[src/rtl/id_pkg.sv]
// Shared decode-stage definitions: two-word opcodes, the FSM state type and the
// predicate that identifies immediate-carrying instructions.
package id_pkg;

  localparam logic [4:0] OP_LDM  = 5'b11000;
  localparam logic [4:0] OP_IADD = 5'b11001;

  typedef enum logic {S_DECODE, S_IMM} id_state_e;

  function automatic logic is_two_word(input logic [4:0] opcode);
    return (opcode == OP_LDM) || (opcode == OP_IADD);
  endfunction

endpackage

[src/rtl/id_decode_pipe_if.sv]
// Fetch-side and EX-side handshakes of the decode stage. master drives instruction words
// and consumes bundles; slave is the decode stage itself.
interface id_decode_pipe_if #(
  parameter int unsigned WIDTH    = 16,
  parameter int unsigned NUM_REGS = 8
);
  localparam int unsigned AW = $clog2(NUM_REGS);

  logic             in_valid;
  logic [WIDTH-1:0] in_instr;
  logic             in_ready;
  logic             out_valid;
  logic             out_ready;
  logic [4:0]       out_opcode;
  logic [AW-1:0]    out_rs;
  logic [AW-1:0]    out_rd;
  logic [WIDTH-1:0] out_op1;
  logic [WIDTH-1:0] out_op2;
  logic [WIDTH-1:0] out_imm;
  logic             out_two_word;

  modport master (
    output in_valid, in_instr, out_ready,
    input  in_ready, out_valid, out_opcode, out_rs, out_rd, out_op1, out_op2, out_imm,
           out_two_word
  );

  modport slave (
    input  in_valid, in_instr, out_ready,
    output in_ready, out_valid, out_opcode, out_rs, out_rd, out_op1, out_op2, out_imm,
           out_two_word
  );
endinterface

[src/rtl/id_regfile.sv]
// NUM_REGS x WIDTH register file: two asynchronous reads, one synchronous write.
// Define ID_WB_BYPASS_EN to forward a same-cycle write to the read ports.
module id_regfile #(
  parameter int unsigned WIDTH    = 16,
  parameter int unsigned NUM_REGS = 8
) (
  input  logic                        clk,
  input  logic                        rst,
  input  logic                        we,
  input  logic [$clog2(NUM_REGS)-1:0] waddr,
  input  logic [WIDTH-1:0]            wdata,
  input  logic [$clog2(NUM_REGS)-1:0] raddr_a,
  output logic [WIDTH-1:0]            rdata_a,
  input  logic [$clog2(NUM_REGS)-1:0] raddr_b,
  output logic [WIDTH-1:0]            rdata_b
);
  logic [WIDTH-1:0] regs_q [NUM_REGS];

  always_ff @(posedge clk or negedge rst) begin
    if (!rst) begin
      for (int i = 0; i < int'(NUM_REGS); i++) regs_q[i] <= '0;
    end else if (we) begin
      regs_q[waddr] <= wdata;
    end
  end

`ifdef ID_WB_BYPASS_EN
  assign rdata_a = (we && (waddr == raddr_a)) ? wdata : regs_q[raddr_a];
  assign rdata_b = (we && (waddr == raddr_b)) ? wdata : regs_q[raddr_b];
`else
  assign rdata_a = regs_q[raddr_a];
  assign rdata_b = regs_q[raddr_b];
`endif

endmodule

[src/rtl/id_decode_pipe.sv]
// Instruction-decode stage: assembles one/two-word instructions, reads operands and holds
// a registered bundle for EX. Optional same-cycle WB forwarding via ID_WB_BYPASS_EN.
module id_decode_pipe
  import id_pkg::*;
#(
  parameter int unsigned WIDTH    = 16,
  parameter int unsigned NUM_REGS = 8
) (
  input  logic                        clk,
  input  logic                        rst,
  input  logic                        flush,
  input  logic                        load_use,
  input  logic                        wb_en,
  input  logic [$clog2(NUM_REGS)-1:0] wb_addr,
  input  logic [WIDTH-1:0]            wb_data,
  id_decode_pipe_if.slave             bus
);
  localparam int unsigned AW = $clog2(NUM_REGS);

  id_state_e        state_q;
  logic [WIDTH-1:0] first_q;
  logic             out_valid_q;
  logic [4:0]       opcode_q;
  logic [AW-1:0]    rs_q, rd_q;
  logic [WIDTH-1:0] op1_q, op2_q, imm_q;
  logic             two_word_q;

  logic             in_ready, accept, load, start_two;
  logic [4:0]       in_op;
  logic [WIDTH-1:0] dec_word;
  logic [AW-1:0]    rs_addr, rd_addr;
  logic [WIDTH-1:0] rs_data, rd_data;

  assign in_ready  = !flush && !load_use && (!out_valid_q || bus.out_ready);
  assign accept    = bus.in_valid && in_ready;
  assign in_op     = bus.in_instr[WIDTH-1 -: 5];
  assign start_two = accept && (state_q == S_DECODE) && is_two_word(in_op);
  assign load      = accept && !start_two;

  // In S_IMM the incoming word is the immediate; fields come from the latched first word.
  assign dec_word = (state_q == S_IMM) ? first_q : bus.in_instr;
  assign rs_addr  = dec_word[WIDTH-6 -: AW];
  assign rd_addr  = dec_word[WIDTH-6-AW -: AW];

  id_regfile #(
    .WIDTH    (WIDTH),
    .NUM_REGS (NUM_REGS)
  ) u_regfile (
    .clk     (clk),
    .rst     (rst),
    .we      (wb_en),
    .waddr   (wb_addr),
    .wdata   (wb_data),
    .raddr_a (rs_addr),
    .rdata_a (rs_data),
    .raddr_b (rd_addr),
    .rdata_b (rd_data)
  );

  always_ff @(posedge clk or negedge rst) begin
    if (!rst) begin
      state_q     <= S_DECODE;
      first_q     <= '0;
      out_valid_q <= 1'b0;
      opcode_q    <= '0;
      rs_q        <= '0;
      rd_q        <= '0;
      op1_q       <= '0;
      op2_q       <= '0;
      imm_q       <= '0;
      two_word_q  <= 1'b0;
    end else if (flush) begin
      state_q     <= S_DECODE;
      first_q     <= '0;
      out_valid_q <= 1'b0;
    end else begin
      if (start_two) begin
        first_q <= bus.in_instr;
        state_q <= S_IMM;
      end else if (load) begin
        state_q    <= S_DECODE;
        opcode_q   <= dec_word[WIDTH-1 -: 5];
        rs_q       <= rs_addr;
        rd_q       <= rd_addr;
        op1_q      <= rs_data;
        op2_q      <= rd_data;
        two_word_q <= (state_q == S_IMM);
        imm_q      <= (state_q == S_IMM) ? bus.in_instr
                                         : {{(WIDTH-8){1'b0}}, bus.in_instr[7:0]};
      end
      if (load) begin
        out_valid_q <= 1'b1;
      end else if (bus.out_ready) begin
        out_valid_q <= 1'b0;
      end
    end
  end

  assign bus.in_ready     = in_ready;
  assign bus.out_valid    = out_valid_q;
  assign bus.out_opcode   = opcode_q;
  assign bus.out_rs       = rs_q;
  assign bus.out_rd       = rd_q;
  assign bus.out_op1      = op1_q;
  assign bus.out_op2      = op2_q;
  assign bus.out_imm      = imm_q;
  assign bus.out_two_word = two_word_q;

endmodule

[src/flat_wrapper.sv]
// flat-port wrapper written by rule: the top's interface ports become plain ports
module id_decode_pipe_flat import id_pkg::*;
#(
  parameter int unsigned WIDTH    = 16,
  parameter int unsigned NUM_REGS = 8
)
  (clk, rst, flush, load_use, wb_en, wb_addr, wb_data, bus_in_valid, bus_in_instr, bus_out_ready, bus_in_ready, bus_out_valid, bus_out_opcode, bus_out_rs, bus_out_rd, bus_out_op1, bus_out_op2, bus_out_imm, bus_out_two_word);
  id_decode_pipe_if #(.WIDTH(WIDTH), .NUM_REGS(NUM_REGS)) bus_i ();
  input  logic clk;
  input  logic rst;
  input  logic flush;
  input  logic load_use;
  input  logic wb_en;
  input  logic [$clog2(NUM_REGS)-1:0] wb_addr;
  input  logic [WIDTH-1:0] wb_data;
  input wire logic [$bits(bus_i.in_valid)-1:0] bus_in_valid;
  input wire logic [$bits(bus_i.in_instr)-1:0] bus_in_instr;
  input wire logic [$bits(bus_i.out_ready)-1:0] bus_out_ready;
  output wire logic [$bits(bus_i.in_ready)-1:0] bus_in_ready;
  output wire logic [$bits(bus_i.out_valid)-1:0] bus_out_valid;
  output wire logic [$bits(bus_i.out_opcode)-1:0] bus_out_opcode;
  output wire logic [$bits(bus_i.out_rs)-1:0] bus_out_rs;
  output wire logic [$bits(bus_i.out_rd)-1:0] bus_out_rd;
  output wire logic [$bits(bus_i.out_op1)-1:0] bus_out_op1;
  output wire logic [$bits(bus_i.out_op2)-1:0] bus_out_op2;
  output wire logic [$bits(bus_i.out_imm)-1:0] bus_out_imm;
  output wire logic [$bits(bus_i.out_two_word)-1:0] bus_out_two_word;
  assign bus_i.in_valid = bus_in_valid;
  assign bus_i.in_instr = bus_in_instr;
  assign bus_i.out_ready = bus_out_ready;
  assign bus_in_ready = bus_i.in_ready;
  assign bus_out_valid = bus_i.out_valid;
  assign bus_out_opcode = bus_i.out_opcode;
  assign bus_out_rs = bus_i.out_rs;
  assign bus_out_rd = bus_i.out_rd;
  assign bus_out_op1 = bus_i.out_op1;
  assign bus_out_op2 = bus_i.out_op2;
  assign bus_out_imm = bus_i.out_imm;
  assign bus_out_two_word = bus_i.out_two_word;
  id_decode_pipe #(.WIDTH(WIDTH), .NUM_REGS(NUM_REGS)) u_core (.clk(clk), .rst(rst), .flush(flush), .load_use(load_use), .wb_en(wb_en), .wb_addr(wb_addr), .wb_data(wb_data), .bus(bus_i));
endmodule
[config.mk]
export PLATFORM = sky130hd
export DESIGN_NAME = id_decode_pipe_flat
export DESIGN_NICKNAME = d
export VERILOG_FILES = /design/src/rtl/id_pkg.sv /design/src/rtl/id_decode_pipe_if.sv /design/src/rtl/id_regfile.sv /design/src/rtl/id_decode_pipe.sv /design/src/flat_wrapper.sv
export SDC_FILE = /design/constraint.sdc
export NUM_CORES = 1
export LEC_CHECK = 0
export ABC_CLOCK_PERIOD_IN_PS = 6970
export CORE_MARGIN = 2
export CORE_UTILIZATION = 61
export DETAILED_ROUTE_END_ITERATION = 12
export PLACE_DENSITY = 0.93
export SYNTH_ARGS = -nofsm -noshare
export SYNTH_HDL_FRONTEND = slang
export SYNTH_SLANG_ARGS = --single-unit
[constraint.sdc]
create_clock -name clk -period 6.97 [get_ports clk]
set_clock_uncertainty 0.2 [all_clocks]
set_input_delay 0.697 -clock clk [delete_from_list [all_inputs] [get_ports clk]]
set_output_delay 0.697 -clock clk [all_outputs]
set_load 0.03 [all_outputs]
==> results.yml <==
outcome:
  status: "finished, final reports clean"
die:
  core_mm2: 0.0151
  die_h_um: 128
  die-area_mm2: 0.0165
  start_util_pct: 62.4
  io-pin-count: 104
  die_w_um: 128
  rows: 45
cells_and_area:
  area_delta_synth_final_pct: 18.4
  diodes: 0
  nFillCells: 845
  nets: 799
  drive_gt1_share_pct: 32.3
timing:
  timing_hold_violations_final: 0
  relSlewSlack_pct: 13.0
  setup_tns_ns: 0
  fmax_mhz: 289
  max_slew.worst_pin.slew_ns: 1.30
  whs_ns: 0.175
  drv_slew: 0
  setup_viol: 0
  finalCriticalPeriod_ns: 3.46
  fin_crit_sh_pct: 49.6
  worst_slack_ns: 3.51
  rsz0062_at_grt: "false"
yosys:
  yosysWarnings: 0
  synth_edf_count: 0
  ys_ff_latch: 201
  synthCells: 664
  async_reset_ff_share_pct: 100
  ys.flop_type: "dfrtp_1"
  synth_cell_types: 33
  synth_top_area_share_pct: 53.3
  synth_area_leaders: "dfrtp_1 (53%), mux2_2 (15%), mux4_2 (15%)"
  synth_top_area_cell: "dfrtp_1"
  netlist_area_mm2: 0.00945
  ys_seq_area_share_pct: 53.3
  synthesis.nets: 706
  avgSynthCellArea_um2: 14.2
setup_path:
  path_class: "flip-flop to flip-flop"
  r2r_slack_ns: 3.51
  start_kind: "flip-flop"
  setup.worst_path.end_class: "flip-flop"
  crit_path_end: "u_core.bus.out_op2[10]"
  cp_data_required_time_ns: 7.13
  cp_data_arrival_time_ns: 3.62
  worstRegToRegCells: 5
  startpoint: "u_core.state_q"
  reg2reg_to: "u_core.bus.out_op2[10]"
  cpPeakStageDelay_ns: 1.07
  cp_slowest_cell: "dfrtp_1"
  path_max_fanout: 30
  worstPathCellList: "mux2i_4 > buf_4 > mux4_2 > a22oi_1 > nand2_1"
  r2r_start: "u_core.state_q"
placed_design:
  place_congestion: 0.815
  hpwl_mm: 13.7
  portBuffers: 103
  pre_cts_ws_ns: 3.35
global_route:
  grt_overflow: 0
  grt_pass1_wl_mm: 36.5
  grt_pass1_vias: 6799
  grt_util_all_layers_pct: 29.0
  grt_max_degree: 137
  antenna_found_initial: 0
clocking:
  cts_tree: "done"
  clockBufferDepth: 3
  cts_buffers: 20
  h-tree-depth: 1
  post-cts-setup-buffers: 0
  cts_hold_buf: 0
  clock_latency_ns: 0.49
  clk_pin_slew_ns: 0.06
  root_buffer: "clkbuf_16"
  ctsResizeCount: 0
  clock-sinks: 201
routing:
  detail-route-antenna-nets: 0
  routedWlPerCell_um: 24.1
  drt-pass1-iter-count: 5
  via_per_inst: 6.59
  routed_wl_mm: 22.9
  drtIter0Drc: 624
  via_count: 6276
  drc: 0
pwr:
  ir_worst_vdd_mv: 0.160
  p_per_area_mw_per_mm2: 312
  leakagePower_nw: 4.78
hold_path:
  worstHoldPathType: "primary input to async pin"
job:
  cap_violations: 0
==> registers in the layout, indices dropped and copies added, names as in the netlist <==
register                 flops
u_core.u_regfile.regs_q    128
u_core.bus.out_opcode        5
u_core.first_q              11
u_core.bus.out_two_word      1
u_core.state_q               1
u_core.bus.out_op1          16
u_core.bus.out_imm          16
u_core.bus.out_rd            3
u_core.bus.out_valid         1
u_core.bus.out_rs            3
u_core.bus.out_op2          16
==> placed cells by master, fill, tap and decap left out, types with 5 or more instances in the layout <==
| master | count |
|---|---|
| a22oi_1 | 32 |
| buf_4 | 10 |
| clkbuf_16 | 21 |
| clkbuf_8 | 5 |
| clkdlybuf4s50_1 | 102 |
| dfrtp_1 | 201 |
| mux2_2 | 130 |
| mux4_2 | 64 |
| nand2_1 | 131 |
| nand3_1 | 9 |
| o21ai_0 | 15 |
==> stage by stage <==
step	total power (W)	std cells	utilization, %	area [um^2]
2_1_floorplan	0.00212	664	-	9450
3_3_place_gp	0.00240	923	69.9	10600
3_5_place_dp	0.00248	923	69.9	10600
4_1_cts	0.00349	952	73.8	11200
5_1_grt	0.00363	952	73.8	11200
6_report	0.00349	952	73.8	11200
==> per-layer routing <==
layer  GRT usage [%]  routed length, um  up-vias  share of wire (%)
met5               0                  0        -                  0
met4            12.9                790        0                3.4
met3            4.78               1680       70                7.3
met2            50.0              11800      305                 52
met1            36.7               8620     3267                 38
li1                -                  -     2634                  -
==> cells in the mapped netlist (all sizes together), types with 4 or more instances <==
master  count
nor3        4
mux2i       8
dfrtp     201
a22oi      32
a21o        4
nand2     131
nand3       9
mux4       64
buf        35
clkbuf      7
nor3b       6
o21ai      16
mux2      130
==> kinds of logic (layout without fill, tap and decap cells) <==
logic type | after synthesis | count (layout) | synth area share [%]
AOI/OAI and AO/OA | 54 | 54 | 3.87
buffers and inverters | 43 | 143 | 2.82
and+or+nand+nor | 164 | 164 | 8.01
DFF | 201 | 201 | 53.3
muxes | 202 | 202 | 32.0
==> area by class of cell <==
| class | instances | area (um^2) | area share, % |
|---|---|---|---|
| Sequential cell | 201 | 5030 | 45.0 |
| Timing Repair Buffer | 113 | 1110 | 9.92 |
| Tap cell | 188 | 235 | 2.10 |
| Inverter | 1 | 3.75 | 0.0336 |
| Multi-Input combinational cell | 420 | 4210 | 37.6 |
| Clock buffer | 29 | 596 | 5.33 |
==> report_power, final <==
group / total, W / internal (W) / leakage, nW / switching [W]
Sequential: 0.00160 / 0.00141 / 2.48 / 0.000185
Combinational: 0.000887 / 0.000463 / 2.00 / 0.000424
Clock: 0.00101 / 0.000584 / 0.292 / 0.000421
Total: 0.00349 / 0.00246 / 4.78 / 0.00103
==> worst max-delay path, delay by kind of cell (launching register included) <==
family / cells / cell delay [ns]
compound gates: 1 / 0.31
simple gates: 1 / 0.10
buf+inv: 1 / 0.57
mux: 2 / 1.04
flops: 1 / 1.07
==> worst min path at each step <==
| stage | start | end | slack [ns] | cells past startpoint |
|---|---|---|---|---|
| final | rst | u_core.u_regfile.regs_q[79] | 0.18 | 1 |
| after floorplan | rst | u_core.bus.out_imm[0] | 0.20 | 0 |
| after global placement | u_core.bus.out_imm[9] | u_core.bus.out_imm[9] | 0.25 | 2 |
| after detailed placement | u_core.bus.out_imm[10] | u_core.bus.out_imm[10] | 0.26 | 2 |
| after global routing | rst | u_core.bus.out_imm[4] | 0.29 | 1 |
| after CTS | rst | u_core.bus.out_imm[3] | 0.24 | 1 |
Note: power is estimated with default switching activity, not from simulation.
